`config.mk`:
```
export PLATFORM = sky130hd
export DESIGN_NAME = ps2_key_rx_flat
export DESIGN_NICKNAME = d
export VERILOG_FILES = /design/src/rtl/ps2_pkg.sv /design/src/rtl/ps2_key_rx_if.sv /design/src/rtl/ps2_ev_fifo.sv /design/src/rtl/ps2_key_rx.sv /design/src/flat_wrapper.sv
export SDC_FILE = /design/constraint.sdc
export NUM_CORES = 1
export LEC_CHECK = 0
export ABC_AREA = 1
export CORE_AREA = 4 4 117 119
export CTS_CLUSTER_SIZE = 20
export DETAILED_ROUTE_END_ITERATION = 16
export DIE_AREA = 0 0 121 123
export PLACE_DENSITY = 0.8
export RECOVER_POWER = 25
export REMOVE_ABC_BUFFERS = 1
export SLEW_MARGIN = 25
export SYNTH_ARGS = -nofsm -noshare
export SYNTH_HDL_FRONTEND = slang
export SYNTH_HIERARCHICAL = 1
export SYNTH_SLANG_ARGS = --single-unit
```
`constraint.sdc`:
```
create_clock -name clk -period 2.8 [get_ports clk]
set_input_delay 0.42 -clock clk [delete_from_list [all_inputs] [get_ports clk]]
set_output_delay 0.42 -clock clk [all_outputs]
set_load 0.03 [all_outputs]
```
`src/rtl/ps2_pkg.sv`:
```
`default_nettype none
// ============================================================================
//  Module  : ps2_pkg
//  Desc    : Shared constants, event type and deframer states for ps2_key_rx.
//  Rev     : 1.0  initial release
// ============================================================================
package ps2_pkg;

    localparam logic [7:0] PS2_PFX_EXT   = 8'hE0;
    localparam logic [7:0] PS2_PFX_BRK   = 8'hF0;
    localparam logic [7:0] PS2_PFX_PAUSE = 8'hE1;
    localparam int         PAUSE_SKIP    = 7;
    localparam int         EVENT_W       = 10;

    typedef enum logic [1:0] {
        DF_IDLE   = 2'd0,
        DF_DATA   = 2'd1,
        DF_PARITY = 2'd2,
        DF_STOP   = 2'd3
    } ps2_df_state_e;

    typedef struct packed {
        logic       pressed;
        logic       ext;
        logic [7:0] code;
    } ps2_event_t;

    // Odd parity: data bits plus parity bit must hold an odd number of ones.
    function automatic logic odd_parity_ok(input logic [7:0] data, input logic par);
        return ^{data, par};
    endfunction

endpackage
`default_nettype wire

```
`src/rtl/ps2_key_rx_if.sv`:
```
`default_nettype none
// ============================================================================
//  Module  : ps2_key_rx_if
//  Desc    : Valid/ready key-event channel from ps2_key_rx to its consumer.
//  Rev     : 1.0  initial release
// ============================================================================
interface ps2_key_rx_if;
    import ps2_pkg::*;

    logic       ev_valid;
    logic       ev_ready;
    logic [7:0] ev_code;
    logic       ev_ext;
    logic       ev_pressed;

    modport master (
        output ev_valid,
        output ev_code,
        output ev_ext,
        output ev_pressed,
        input  ev_ready
    );

    modport slave (
        input  ev_valid,
        input  ev_code,
        input  ev_ext,
        input  ev_pressed,
        output ev_ready
    );

endinterface
`default_nettype wire

```
`src/rtl/ps2_ev_fifo.sv`:
```
`default_nettype none
// ============================================================================
//  Module  : ps2_ev_fifo
//  Desc    : Synchronous event FIFO, valid/ready on the read side, drop flag
//            when written while full without a same-cycle pop.
//  Rev     : 1.0  initial release
// ============================================================================
module ps2_ev_fifo
    import ps2_pkg::*;
#(
    parameter int WIDTH = EVENT_W,
    parameter int DEPTH = 8
) (
    input  wire              clk,
    input  wire              reset,
    input  wire              i_push,
    input  wire [WIDTH-1:0]  i_data,
    output logic             o_drop,
    output logic             o_valid,
    input  wire              i_ready,
    output logic [WIDTH-1:0] o_data
);

    localparam int            c_AW      = $clog2(DEPTH);
    localparam logic [c_AW:0] c_PTR_ONE = (c_AW+1)'(1);

    logic [WIDTH-1:0] r_mem [DEPTH];
    logic [c_AW:0]    r_wptr;
    logic [c_AW:0]    r_rptr;
    logic             w_empty;
    logic             w_full;
    logic             w_pop;
    logic             w_wr;

    // Extra pointer MSB distinguishes full from empty when the indices match.
    assign w_empty = (r_wptr == r_rptr);
    assign w_full  = (r_wptr[c_AW] != r_rptr[c_AW]) &&
                     (r_wptr[c_AW-1:0] == r_rptr[c_AW-1:0]);
    assign w_pop   = !w_empty && i_ready;
    assign w_wr    = i_push && (!w_full || w_pop);

    assign o_drop  = i_push && w_full && !w_pop;
    assign o_valid = !w_empty;
    assign o_data  = r_mem[r_rptr[c_AW-1:0]];

    always_ff @(posedge clk or negedge reset) begin
        if (!reset) begin
            r_wptr <= '0;
            r_rptr <= '0;
            for (int i = 0; i < DEPTH; i++) begin
                r_mem[i] <= '0;
            end
        end else begin
            if (w_wr) begin
                r_mem[r_wptr[c_AW-1:0]] <= i_data;
                r_wptr                  <= r_wptr + c_PTR_ONE;
            end
            if (w_pop) begin
                r_rptr <= r_rptr + c_PTR_ONE;
            end
        end
    end

endmodule
`default_nettype wire

```
`src/rtl/ps2_key_rx.sv`:
```
`default_nettype none
// ============================================================================
//  Module  : ps2_key_rx
//  Desc    : PS/2 keyboard receiver: input filter, frame deframer with
//            watchdog, prefix folding, event FIFO and legacy toggle strobe.
//  Rev     : 1.0  initial release
// ============================================================================
module ps2_key_rx
    import ps2_pkg::*;
#(
    parameter int CLK_HZ      = 3250000,
    parameter int SYNC_STAGES = 2,
    parameter int FILTER_LEN  = 4,
    parameter int TIMEOUT_US  = 2000,
    parameter int FIFO_DEPTH  = 8
) (
    input  wire          clk,
    input  wire          reset,
    input  wire          ps2_clk,
    input  wire          ps2_data,
    ps2_key_rx_if.master ev_if,
    output logic [10:0]  ps2_key,
    output logic         frame_err,
    output logic         overflow,
    input  wire          ovf_clr
);

    localparam longint c_WD_CYCLES_L = (longint'(CLK_HZ) * longint'(TIMEOUT_US)) / 64'd1000000;
    localparam int     c_WD_CYCLES   = int'(c_WD_CYCLES_L);
    localparam int     c_WDW         = $clog2(c_WD_CYCLES + 1);
    localparam int     c_FW          = $clog2(FILTER_LEN + 1);
    localparam int     c_SKW         = $clog2(PAUSE_SKIP + 1);

    localparam logic [1:0] c_ST_IDLE   = DF_IDLE;
    localparam logic [1:0] c_ST_DATA   = DF_DATA;
    localparam logic [1:0] c_ST_PARITY = DF_PARITY;
    localparam logic [1:0] c_ST_STOP   = DF_STOP;

    logic [SYNC_STAGES-1:0] r_clk_sync;
    logic [SYNC_STAGES-1:0] r_dat_sync;
    logic                   r_clk_filt;
    logic [c_FW-1:0]        r_filt_cnt;
    logic                   w_clk_s;
    logic                   w_dat_s;
    logic                   w_filt_hit;
    logic                   w_fall;

    logic [1:0]             r_state;
    logic [2:0]             r_bitcnt;
    logic [7:0]             r_shift;
    logic                   r_par;
    logic [c_WDW-1:0]       r_wd;
    logic                   w_timeout;
    logic                   r_rx_done;
    logic [7:0]             r_rx_byte;
    logic                   r_frame_err;

    logic                   r_ext;
    logic                   r_brk;
    logic [c_SKW-1:0]       r_skip;
    logic                   w_is_pfx;
    logic                   w_push;
    ps2_event_t             w_ev;

    ps2_event_t             w_head;
    logic                   w_valid;
    logic                   w_pop;
    logic                   w_drop;
    logic [10:0]            r_ps2_key;
    logic                   r_overflow;

    assign w_clk_s = r_clk_sync[SYNC_STAGES-1];
    assign w_dat_s = r_dat_sync[SYNC_STAGES-1];

    always_ff @(posedge clk or negedge reset) begin
        if (!reset) begin
            r_clk_sync <= '1;
            r_dat_sync <= '1;
        end else begin
            r_clk_sync <= {r_clk_sync[SYNC_STAGES-2:0], ps2_clk};
            r_dat_sync <= {r_dat_sync[SYNC_STAGES-2:0], ps2_data};
        end
    end

    // The filtered level only moves after FILTER_LEN consecutive differing samples.
    assign w_filt_hit = (w_clk_s != r_clk_filt) && (r_filt_cnt == c_FW'(FILTER_LEN - 1));
    assign w_fall     = w_filt_hit && !w_clk_s;

    always_ff @(posedge clk or negedge reset) begin
        if (!reset) begin
            r_clk_filt <= 1'b1;
            r_filt_cnt <= '0;
        end else if (w_clk_s == r_clk_filt) begin
            r_filt_cnt <= '0;
        end else if (w_filt_hit) begin
            r_clk_filt <= w_clk_s;
            r_filt_cnt <= '0;
        end else begin
            r_filt_cnt <= r_filt_cnt + c_FW'(1);
        end
    end

    assign w_timeout = (r_state != c_ST_IDLE) && !w_fall &&
                       (r_wd == c_WDW'(c_WD_CYCLES - 1));

    always_ff @(posedge clk or negedge reset) begin
        if (!reset) begin
            r_wd <= '0;
        end else if ((r_state == c_ST_IDLE) || w_fall || w_timeout) begin
            r_wd <= '0;
        end else begin
            r_wd <= r_wd + c_WDW'(1);
        end
    end

    always_ff @(posedge clk or negedge reset) begin
        if (!reset) begin
            r_state     <= c_ST_IDLE;
            r_bitcnt    <= '0;
            r_shift     <= '0;
            r_par       <= 1'b0;
            r_rx_done   <= 1'b0;
            r_rx_byte   <= '0;
            r_frame_err <= 1'b0;
        end else begin
            r_rx_done   <= 1'b0;
            r_frame_err <= 1'b0;
            if (w_timeout) begin
                r_state     <= c_ST_IDLE;
                r_frame_err <= 1'b1;
            end else if (w_fall) begin
                case (r_state)
                    c_ST_IDLE: begin
                        if (!w_dat_s) begin
                            r_state  <= c_ST_DATA;
                            r_bitcnt <= '0;
                        end
                    end
                    c_ST_DATA: begin
                        r_shift  <= {w_dat_s, r_shift[7:1]};
                        r_bitcnt <= r_bitcnt + 3'd1;
                        if (r_bitcnt == 3'd7) begin
                            r_state <= c_ST_PARITY;
                        end
                    end
                    c_ST_PARITY: begin
                        r_par   <= w_dat_s;
                        r_state <= c_ST_STOP;
                    end
                    default: begin
                        r_state <= c_ST_IDLE;
                        if (w_dat_s && odd_parity_ok(r_shift, r_par)) begin
                            r_rx_done <= 1'b1;
                            r_rx_byte <= r_shift;
                        end else begin
                            r_frame_err <= 1'b1;
                        end
                    end
                endcase
            end
        end
    end

    // Prefix bytes only update flags; a pending Pause skip swallows any byte.
    assign w_is_pfx = (r_rx_byte == PS2_PFX_EXT) || (r_rx_byte == PS2_PFX_BRK) ||
                      (r_rx_byte == PS2_PFX_PAUSE);
    assign w_push   = r_rx_done && (r_skip == '0) && !w_is_pfx;

    always_comb begin
        w_ev         = '0;
        w_ev.pressed = !r_brk;
        w_ev.ext     = r_ext;
        w_ev.code    = r_rx_byte;
    end

    always_ff @(posedge clk or negedge reset) begin
        if (!reset) begin
            r_ext  <= 1'b0;
            r_brk  <= 1'b0;
            r_skip <= '0;
        end else if (r_frame_err) begin
            r_ext <= 1'b0;
            r_brk <= 1'b0;
        end else if (r_rx_done) begin
            if (r_skip != '0) begin
                r_skip <= r_skip - c_SKW'(1);
            end else if (r_rx_byte == PS2_PFX_PAUSE) begin
                r_skip <= c_SKW'(PAUSE_SKIP);
            end else if (r_rx_byte == PS2_PFX_EXT) begin
                r_ext <= 1'b1;
            end else if (r_rx_byte == PS2_PFX_BRK) begin
                r_brk <= 1'b1;
            end else begin
                r_ext <= 1'b0;
                r_brk <= 1'b0;
            end
        end
    end

    ps2_ev_fifo #(
        .WIDTH (EVENT_W),
        .DEPTH (FIFO_DEPTH)
    ) u_fifo (
        .clk     (clk),
        .reset   (reset),
        .i_push  (w_push),
        .i_data  (w_ev),
        .o_drop  (w_drop),
        .o_valid (w_valid),
        .i_ready (ev_if.ev_ready),
        .o_data  (w_head)
    );

    assign w_pop            = w_valid && ev_if.ev_ready;
    assign ev_if.ev_valid   = w_valid;
    assign ev_if.ev_code    = w_head.code;
    assign ev_if.ev_ext     = w_head.ext;
    assign ev_if.ev_pressed = w_head.pressed;

    always_ff @(posedge clk or negedge reset) begin
        if (!reset) begin
            r_ps2_key  <= '0;
            r_overflow <= 1'b0;
        end else begin
            if (w_pop) begin
                r_ps2_key <= {~r_ps2_key[10], w_head.pressed, w_head.ext, w_head.code};
            end
            if (ovf_clr) begin
                r_overflow <= 1'b0;
            end else if (w_drop) begin
                r_overflow <= 1'b1;
            end
        end
    end

    assign ps2_key   = r_ps2_key;
    assign frame_err = r_frame_err;
    assign overflow  = r_overflow;

endmodule
`default_nettype wire
```
`src/flat_wrapper.sv`:
```
// flat-port wrapper written by rule: the top's interface ports become plain ports
module ps2_key_rx_flat import ps2_pkg::*;
#(
    parameter int CLK_HZ      = 3250000,
    parameter int SYNC_STAGES = 2,
    parameter int FILTER_LEN  = 4,
    parameter int TIMEOUT_US  = 2000,
    parameter int FIFO_DEPTH  = 8
)
  (clk, reset, ps2_clk, ps2_data, ps2_key, frame_err, overflow, ovf_clr, ev_if_ev_valid, ev_if_ev_code, ev_if_ev_ext, ev_if_ev_pressed, ev_if_ev_ready);
  ps2_key_rx_if ev_if_i ();
  input  wire clk;
  input  wire reset;
  input  wire ps2_clk;
  input  wire ps2_data;
  output logic [10:0] ps2_key;
  output logic frame_err;
  output logic overflow;
  input  wire ovf_clr;
  output wire logic [$bits(ev_if_i.ev_valid)-1:0] ev_if_ev_valid;
  output wire logic [$bits(ev_if_i.ev_code)-1:0] ev_if_ev_code;
  output wire logic [$bits(ev_if_i.ev_ext)-1:0] ev_if_ev_ext;
  output wire logic [$bits(ev_if_i.ev_pressed)-1:0] ev_if_ev_pressed;
  input wire logic [$bits(ev_if_i.ev_ready)-1:0] ev_if_ev_ready;
  assign ev_if_ev_valid = ev_if_i.ev_valid;
  assign ev_if_ev_code = ev_if_i.ev_code;
  assign ev_if_ev_ext = ev_if_i.ev_ext;
  assign ev_if_ev_pressed = ev_if_i.ev_pressed;
  assign ev_if_i.ev_ready = ev_if_ev_ready;
  ps2_key_rx #(.CLK_HZ(CLK_HZ), .SYNC_STAGES(SYNC_STAGES), .FILTER_LEN(FILTER_LEN), .TIMEOUT_US(TIMEOUT_US), .FIFO_DEPTH(FIFO_DEPTH)) u_core (.clk(clk), .reset(reset), .ps2_clk(ps2_clk), .ps2_data(ps2_data), .ev_if(ev_if_i), .ps2_key(ps2_key), .frame_err(frame_err), .overflow(overflow), .ovf_clr(ovf_clr));
endmodule
```
Word level (Yosys, flattened, before mapping)
Cells that the tools add are included.
{"block": "totals", "register_bits": 150, "latchBits": 0, "mem_bits_rw": 0, "rom_bits": 0, "in_bits": 6, "out_inout_bits": 24, "wordCells": 148, "n_memories": 0}
{"block": "classes", "n_addsub": 6, "multipliers": 0, "n_div": 0, "order_cmp": 3, "n_eq_ne": 20, "shift": 0, "mux": 40, "n_bitwise": 7, "n_reduce_logical": 45}
{"op": "$bwmux W80", "n": 1}
{"op": "$bmux W10 S3", "n": 1}
{"op": "$demux W10 S3", "n": 1}
{"op": "$mux W10", "n": 3}
{"op": "$eq A8 B8 Y1 const B", "n": 3}
{"op": "$mux W1", "n": 22}
{"op": "$reduce_and A4 Y1", "n": 4}
{"op": "$mux W3", "n": 5}
{"op": "$add A13 B1 Y13 const B", "n": 1}
{"op": "$eq A13 B13 Y1 const B", "n": 1}
{"op": "$logic_and A1 B1 Y1", "n": 13}
{"op": "$mux W13", "n": 1}
{"op": "$reduce_and A3 Y1", "n": 4}
{"op": "$reduce_bool A2 Y1", "n": 6}
{"op": "$reduce_xor A9 Y1", "n": 1}
{"op": "$add A4 B1 Y4 const B", "n": 2}
{"op": "$ge A4 B4 Y1 const B", "n": 2}
{"op": "$mux W2", "n": 4}
{"op": "$not A3 Y4", "n": 2}
{"op": "$logic_not A1 Y1", "n": 7}
{"op": "$add A3 B1 Y3 const B", "n": 2}
{"op": "$ne A2 B1 Y1 const B", "n": 3}
{"op": "$ne A3 B1 Y1 const B", "n": 2}
{"op": "$pmux W2 S3", "n": 1}
{"op": "20 further kinds", "n": 29}

Depth between registers and ports, before layout
Gate-level depths: netlist (run 1).
{"block": "depth", "word_depth": 9, "depth_mapped": 12, "mapped_depth_nobuf": 12}

Modules after synthesis
The synthesis (run 1) kept the hierarchy.
{"mod": "ps2_ev_fifo", "instances": 1, "cells_each": 577, "area_each_um2": 4570.6, "seq_area_each_um2": 2202.1}
{"mod": "ps2_key_rx", "instances": 1, "cells_each": 352, "area_each_um2": 3070.4, "seq_area_each_um2": 1557.7}

Worst setup path before layout (run 1)
No wires, ideal clock.
{"block": "synth_path", "path_kind": "register -> register", "from": "register u_core.r_skip[0]", "to": "register u_core/u_fifo/r_mem[19] (netlist bit)", "setup_time_ns": 0.119, "arrival_time_ns": 2.072, "required_time_ns": 2.681, "setup_slack_ns": 0.609, "path_stages_with_launch": 9, "n_path_buf": 1, "period_less_slack_ns": 2.191, "path_cell_list": "dfrtp_1 inv_1 ha_1 nand2_1 a2111oi_0 buf_1 nand3_4 nand2_1 nand2_1"}
{"block": "synth_between", "elab_chain_cells": 4}
{"item": "start: declaration", "line": "ps2_key_rx.sv:60", "source": "logic [c_SKW-1:0] r_skip;"}
{"item": "start signal: assignment", "line": "ps2_key_rx.sv:186", "source": "r_skip <= r_skip - c_SKW'(1);"}
{"item": "start signal: assignment", "line": "ps2_key_rx.sv:188", "source": "r_skip <= c_SKW'(PAUSE_SKIP);"}
{"item": "$logic_not A3 Y1", "line": "ps2_key_rx.sv:167", "source": "assign w_push = r_rx_done && (r_skip == '0) && !w_is_pfx;"}
{"item": "$logic_and A1 B1 Y1 (2 in series)", "line": "ps2_key_rx.sv:167"}
{"item": "net u_core.w_push", "line": "ps2_key_rx.sv:62", "source": "logic w_push;"}
{"item": "$logic_and A1 B1 Y1", "line": "ps2_ev_fifo.sv:40", "source": "assign w_wr = i_push && (!w_full || w_pop);"}
{"item": "end signal: indexed assignment", "line": "ps2_ev_fifo.sv:55", "source": "r_mem[r_wptr[c_AW-1:0]] <= i_data;"}
{"item": "end: declaration", "line": "ps2_ev_fifo.sv:27", "source": "logic [WIDTH-1:0] r_mem [DEPTH];"}
The timed path passes the listed nets, and every way through them passes these cells.
A chain may end at the register's enable or synchronous reset.

Final worst setup path (run 1)
{"block": "layout_path", "from": "register u_core.u_fifo.r_rptr[1]", "to": "output port ev_if_ev_code[2]"}
{"block": "layout_between", "elab_chain_cells": 4}
{"item": "start: declaration", "line": "ps2_ev_fifo.sv:29", "source": "logic [c_AW:0] r_rptr;"}
{"item": "start signal: assignment", "line": "ps2_ev_fifo.sv:59", "source": "r_rptr <= r_rptr + c_PTR_ONE;"}
{"item": "$not A3 Y4 (implied by the code)", "line": "ps2_ev_fifo.sv:44", "source": "assign o_data = r_mem[r_rptr[c_AW-1:0]];"}
{"item": "$bmux W10 S3", "line": "ps2_ev_fifo.sv:44"}
{"item": "$mux W10 (implied by the code) (2 in series)", "line": "ps2_ev_fifo.sv:44"}
{"item": "end: declaration", "line": "flat_wrapper.sv:21", "source": "output wire logic [$bits(ev_if_i.ev_code)-1:0] ev_if_ev_code;"}
Every way passes these cells. The select of a mux whose other input is x is not followed.

==> results by group, run 1 <==
Outcome
  • Status: finished clean

STA
  • Final Skew: 6.62 ps
  • Fin crit period: roughly 2600 ps
  • Final period util: 0.944
  • Setup WS post-layout: 156 ps
  • Final Max Slew Viols: 0
  • Final hold violations: 0
  • Final-report setup violation count: 0
  • Setup Total Neg Slack: 0 ps
  • RSZ-0062 raised after global routing: no
  • Worst slew margin: 0.0399
  • Worst-Margin Slew: between 1000 and 1500 ps
  • Fmax: 0.378 GHz

Route
  • Number of routed nets with antenna violations: 0
  • Total Wirelength: approximately 18000 um
  • Remaining DRCs: 0
  • WL/cell: ~16 um
  • Drt initial violations: 840
  • Via-to-Cell Ratio: about 5.8
  • 1st-pass router iterations: 5
  • Vias: approximately 6500

Synth
  • Synth Area in Compound Gates: 0.0671
  • Syn Std Cell Area: 7640 um^2
  • Synth Area in XOR/XNOR: 0.0149
  • Netlist cell types: 39
  • Post-Synth Adder-Cell Area: 0.0213
  • Synth Instances: between 900 and 1000
  • Yosys reg bits: 150
  • Synth warn: 6
  • Largest family of logic cells by synthesized area: simple AND/OR/NAND/NOR gates
  • Simple-gate share of the synthesized area: 0.327
  • Synth Area per Inst: between 8 and 9 um^2
  • Sequential fraction of the synthesis area: 0.492
  • Mux cell area share after synthesis: 0.0147

Floorplan
  • I/O Pins: 30
  • Die X: 121 um
  • Initial core utilization: 0.608
  • Row count: roughly 40
  • Core area: 12600 um^2
  • Die area: around 15000 um^2
  • Die height: approximately 120 um

Critical path
  • Critical path endpoint category: primary output
  • Crit path kind: reg2out
  • Critical path startpoint: u_core/u_fifo/r_rptr[1]$_DFFE_PN0P_
  • Crit Path Max Fanout: 9
  • CP required: ~2400 ps
  • Critical path launch point type: register
  • WP data arrival: between 2000 and 2500 ps
  • Worst r2r src: u_core/r_rx_byte[1]$_DFFE_PN0P_

Place
  • Detailed Place HPWL: approximately 12000 um
  • GPL Wtd Cong: around 0.9
  • Setup WS pre-CTS: about 350 ps
  • Post-Place Cells: 1100
  • PortBufs: 29

CTS
  • CTS tree: built
  • Max clock buf depth: 2
  • Worst-skew pair later-pin latency: 430 ps
  • Worst-path clk slew: roughly 60 ps
  • Num CTS Buffers: 17
  • Setup repair bufs after CTS: 0
  • H-tree Lvls: 4
  • CTS sink cnt: 150
  • Root Driver: clkbuf_16

Min path
  • Hold crit path type: reg2reg
  • Min-delay src: u_core/r_dat_sync[0]$_DFF_PN1_

GRT
  • Grt total ovfl: 0
  • GR peak layer: met2
  • Met3 usage: 0.0586
  • Global router's overall resource usage: 0.265
  • Number of global-route vias before repair: between 6000 and 7000
  • GR Layer Usage met2: 0.435
  • Met1 usage: 0.348
  • First-pass GRT wire length: 31100 um
  • Largest net degree at the start of global routing: 67
  • Initial antenna violation count: 0

Power
  • Power per cell area: approximately 800 nW/um^2
  • Leakage: around 4.4 nW
  • Max VDD drop: ~0.57 mV

Layout
  • Fillers: between 1000 and 1500
  • N_diodes: 0
  • Area added between synthesis and finish: 14.0%
  • Final #Nets: between 900 and 1000
  • Layout cell share with drive strength beyond 1: 0.116
  • Storage cell area: between 3000 and 4000 um^2
  • Fin util: 0.693
  • Most common cell after layout, fill and taps aside: nand2_1
  • Fin cells: between 1000 and 1500
  • Multi-input logic area: approximately 3400 um^2
  • Commonest non-fill, non-tap cells in the layout: nand2_1, dfrtp_1, nand4_1

Flow run
  • Total of max-cap violations: 0
==> layer usage <==
| layer | wire, um | vias to the layer above |
|---|---|---|
| met4 | 376 | 0 |
| met3 | 1290 | 36 |
| li1 | - | 3123 |
| met2 | 8940 | 235 |
| met1 | 7740 | 3131 |
| met5 | 0 | - |
==> layout make-up <==
class	instances	share of cell area
tap	172	0.0247
clock buffer	24	0.0576
timing repair buffer	58	0.0615
clock inverter	8	0.00819
sequential	150	0.432
inverter	56	0.0241
multi-input combinational	665	0.392
==> what timing repair did <==
action	CTS	global route
hold buffers	1	0
pin swaps	0	0
hold endpoints to repair	53	0
resized for setup	10	1
endpoints found under the setup margin	9	1
==> where the power goes <==
group	internal (mW)	switching, mW
Combinational	0.822	1.52
Sequential	2.34	0.122
Clock	1.33	0.861
==> flip-flops by register name (all words and copies together), names as in the netlist <==
register	count
u_core/r_clk_sync	2
u_core/r_brk	1
u_core/u_fifo/r_mem	80
u_core/frame_err	1
u_core/r_rx_done	1
u_core/u_fifo/r_rptr	4
u_core/r_skip	3
u_core/r_shift	8
u_core/r_wd	13
u_core/r_dat_sync	2
u_core/ps2_key	11
u_core/r_state	2
u_core/r_par	1
u_core/r_clk_filt	1
u_core/r_bitcnt	3
u_core/r_rx_byte	8
u_core/r_filt_cnt	3
u_core/r_ext	1
u_core/overflow	1
u_core/u_fifo/r_wptr	4
==> critical path, stage by stage (launching register included) <==
cell and delay [ps]:
dfrtp_1 450, inv_1 240, buf_4 210, o21ai_0 110, o22ai_1 160, nand2_1 120, nand2_1 110, dlygate4sd2_1 400
==> cell families after synthesis <==
logic type | Yosys count
simple gates | 535
fa+ha+maj | 13
compound gates | 94
buf+inv | 114
xor+xnor | 13
mux | 10
flops | 150
==> cells in the mapped netlist, drive strengths merged <==
cell       n  share of area
nand2    302           0.15
a2111oi    1         0.0011
nand4     92          0.078
clkinv     1        0.00049
o21ai     63          0.041
inv       55          0.027
nor4       1         0.0016
xnor2      6         0.0069
nand3     32          0.032
and3       1        0.00082
nor3b      6         0.0066
a21oi      9         0.0074
clkbuf    31          0.017
nor3      12         0.0098
buf       27          0.018
dfrtp    145           0.47
dfstp      5          0.017
mux2      10          0.015
nor2      89          0.047
ha        13          0.021
o21a       1        0.00098
o22ai     20          0.016
xor2       7         0.0080
==> path summary, 6_finish.rpt <==
| path | endpoint | slack (ps) | cells after the start |
|---|---|---|---|
| max | ev_if_ev_code[2] | 160 | 7 |
| min | u_core/r_dat_sync[1]$_DFF_PN1_ | 350 | 0 |
| max reg2reg | u_core/u_fifo/r_mem[61]$_DFFE_PN0P_ | 450 | 8 |
| min reg2reg | u_core/r_dat_sync[1]$_DFF_PN1_ | 350 | 0 |
| max in group asynchronous | u_core/r_clk_sync[0]$_DFF_PN1_ | 690 | 3 |
| min in group asynchronous | u_core/u_fifo/r_mem[54]$_DFFE_PN0P_ | 880 | 2 |
==> stage by stage <==
stage / hold WS [ps] / cell area, um^2 / power, mW
finish: 355 / 8710 / 7.00
global route: 361 / 8710 / 7.40
CTS: 356 / 8720 / 7.03
detailed placement: 347 / 8140 / 4.90
global placement: 346 / 8140 / 4.85
floorplan: 124 / 7370 / 4.01
No activity file was read; power rests on OpenSTA's default activity.
==> run 2: changes to the inputs <==
- MAX_ROUTING_LAYER: unset -> met4
- RECOVER_POWER: 25 -> 50
==> results by group, run 2 (same netlist as run 1, synthesis figures left out) <==
Power
  • Tot Pwr: 7.05 mW (+0.80%)
  • Max VDD drop: 0.533 mV (-6.5%)
  • Leakage: 4.39 nW (-0.15%)
  • Power per cell area: 809 nW/um^2 (+0.69%)

Floorplan
  • Row count: 41 (unchanged)
  • Core area: 12600 um^2 (unchanged)
  • Initial core utilization: 0.608 (unchanged)
  • Die area: 14900 um^2 (unchanged)
  • Die X: 121 um (unchanged)
  • Die height: 123 um (unchanged)
  • I/O Pins: 30 (unchanged)

Route
  • Remaining DRCs: 0 (unchanged)
  • Drt initial violations: 667 (-21%)
  • Vias: 6618 (+1.4%)
  • WL/cell: 16.3 um (+0.63%)
  • 1st-pass router iterations: 5 (unchanged)
  • Via-to-Cell Ratio: 5.84 (+1.3%)
  • Total Wirelength: 18500 um (+0.71%)
  • Number of routed nets with antenna violations: 0 (unchanged)

STA
  • Worst-Margin Slew: 1430 ps (-11.7 ps)
  • Fmax: 0.376 GHz (-0.61%)
  • Final-report setup violation count: 0 (unchanged)
  • RSZ-0062 raised after global routing: no
  • Final hold violations: 0 (unchanged)
  • Fin crit period: 2660 ps (+16.1 ps)
  • Worst slew margin: 0.0477 (+0.00781)
  • Final Max Slew Viols: 0 (unchanged)
  • Final period util: 0.950 (+0.00577)
  • Final Skew: 8.02 ps (+1.40 ps)
  • Setup WS post-layout: 140 ps (-16.1 ps)

GRT
  • First-pass GRT wire length: 30700 um (-1.3%)
  • Initial antenna violation count: 0 (unchanged)
  • Grt total ovfl: 0 (unchanged)
  • Number of global-route vias before repair: 6180 (-2.6%)
  • Global router's overall resource usage: 0.269 (+0.00446)
  • Largest net degree at the start of global routing: 67 (unchanged)

Place
  • Post-Place Cells: 1102 (+0.18%)
  • PortBufs: 29 (unchanged)
  • GPL Wtd Cong: 0.870 (-4.0%)
  • Setup WS pre-CTS: 355 ps (+2.56 ps)
  • Detailed Place HPWL: 12300 um (+1.4%)

Critical path
  • Terminus of the critical flop-to-flop path: u_core/u_fifo/r_mem[68]$_DFFE_PN0P_
  • Worst R2R Path Depth: 9 (+1)
  • Most common cell on crit path: nand2_1
  • Critical-path cell list: inv_1 -> buf_4 -> o21ai_0 -> o22ai_1 -> nand2_1 -> nand2_1 -> dlygate4sd2_1
  • R2r setup slk: 460 ps (about the same)
  • Crit Path Max Fanout: 12 (+3)
  • Critical path endpoint category: primary output
  • CP required: 2380 ps (about the same)
  • Critical path launch point type: register
  • CP max stage cell: dlygate4sd2_1
  • Crit path kind: reg2out
  • Worst r2r src: u_core/r_rx_byte[0]$_DFFE_PN0P_
  • WP data arrival: 2240 ps (+20 ps)
  • Crit path largest cell delay: 430 ps (-20 ps)

Layout
  • Most common cell after layout, fill and taps aside: nand2_1
  • Layout cell share with drive strength beyond 1: 0.114 (-0.00116)
  • N_diodes: 0 (unchanged)
  • Area added between synthesis and finish: 14.1%
  • Max reg flops: 80 (unchanged)
  • Fin util: 0.694 (+0.000797)
  • Fin cells: 1134 (+0.088%)
  • Commonest non-fill, non-tap cells in the layout: nand2_1, dfrtp_1, nand4_1
  • Final #Nets: 969 (+0.21%)
  • Largest Register: u_core/u_fifo/r_mem

Min path
  • Hold crit path type: reg2reg
  • Hold Path Depth: 0 (unchanged)
  • Worst Hold End: u_core/r_dat_sync[1]$_DFF_PN1_
  • Min-delay src: u_core/r_dat_sync[0]$_DFF_PN1_

CTS
  • Num CTS Buffers: 17 (unchanged)
  • Max clock buf depth: 2 (unchanged)
  • Setup repair bufs after CTS: 0 (unchanged)
  • CTS sink cnt: 150 (unchanged)
  • H-tree Lvls: 4 (unchanged)
  • Worst-path clk slew: 60 ps (about the same)
  • Root Driver: clkbuf_16
  • CTS tree: built
  • Worst-skew pair later-pin latency: 420 ps (about the same)

Outcome
  • Status: finished clean

Flow run
  • Total of max-cap violations: 0 (unchanged)
==> run 2: changes by cell type in the layout (fill, tap and decap cells not counted) <==
| cell | delta |
|---|---|
| nor2_4 | -2 |
| o21ai_0 | +1 |
| buf_12 | +1 |
| bufinv_16 | +1 |
| clkinvlp_4 | +3 |
| clkbuf_8 | -4 |
| o21ai_1 | -1 |
| nor2_1 | +2 |
| clkinv_4 | +2 |
| clkinv_2 | -2 |
==> run 2: report_power, final <==
| group | switching [mW] | leakage [nW] | internal [mW] |
|---|---|---|---|
| Clock | 0.883 | 0.271 | 1.33 |
| Sequential | 0.113 | 2.05 | 2.33 |
| Combinational | 1.58 | 2.07 | 0.816 |
==> run 2: cell type report <==
class / instances / area [um^2]
inverter: 56 / 210
multi-input combinational: 665 / 3400
clock buffer: 19 / 443
clock inverter: 12 / 131
sequential: 150 / 3760
timing repair buffer: 60 / 559
fill: 1004 / 3850
tap: 172 / 215
==> run 2: what timing repair did <==
action / CTS / global route
resized for setup: 9 / 1
hold buffers: 1 / 0
endpoints found under the hold margin: 35 / 0
setup endpoints to repair: 9 / 1
==> run 2: stage by stage <==
step	setup TNS (ps)	hold slack, ps	cell area, um^2
after floorplan	-1002140	124	7370
after global placement	0	346	8180
after detailed placement	0	347	8180
after CTS	0	356	8760
after global routing	0	358	8720
final	0	355	8720
==> run 2: worst max path at each step <==
stage,end,slack (ps),startpoint
3_5_place_dp,ev_if_ev_code[1],350,u_core/u_fifo/r_rptr[1]$_DFFE_PN0P_
2_1_floorplan,u_core/u_fifo/r_mem[50]$_DFFE_PN0P_,-12500,u_core/r_rx_byte[6]$_DFFE_PN0P_
4_1_cts,ev_if_ev_code[7],20,u_core/u_fifo/r_rptr[1]$_DFFE_PN0P_
3_3_place_gp,ev_if_ev_code[2],380,u_core/u_fifo/r_rptr[1]$_DFFE_PN0P_
5_1_grt,ev_if_ev_code[4],30,u_core/u_fifo/r_rptr[1]$_DFFE_PN0P_
6_report,ev_if_ev_code[1],140,u_core/u_fifo/r_rptr[1]$_DFFE_PN0P_
==> run 2: routing by layer <==
layer	global-route usage	vias up	part of all wire
met3	0.0572	42	0.073
met2	0.429	281	0.49
met4	0.0963	0	0.022
met5	-	-	0
met1	0.344	3161	0.42
li1	-	3134	-
==> run 2: worst max-delay path, delay by kind of cell (launching register included) <==
kind,cells,cell delay [ps]
buffers and inverters,3,960
DFF,1,370
AOI/OAI and AO/OA,2,280
and+or+nand+nor,2,210
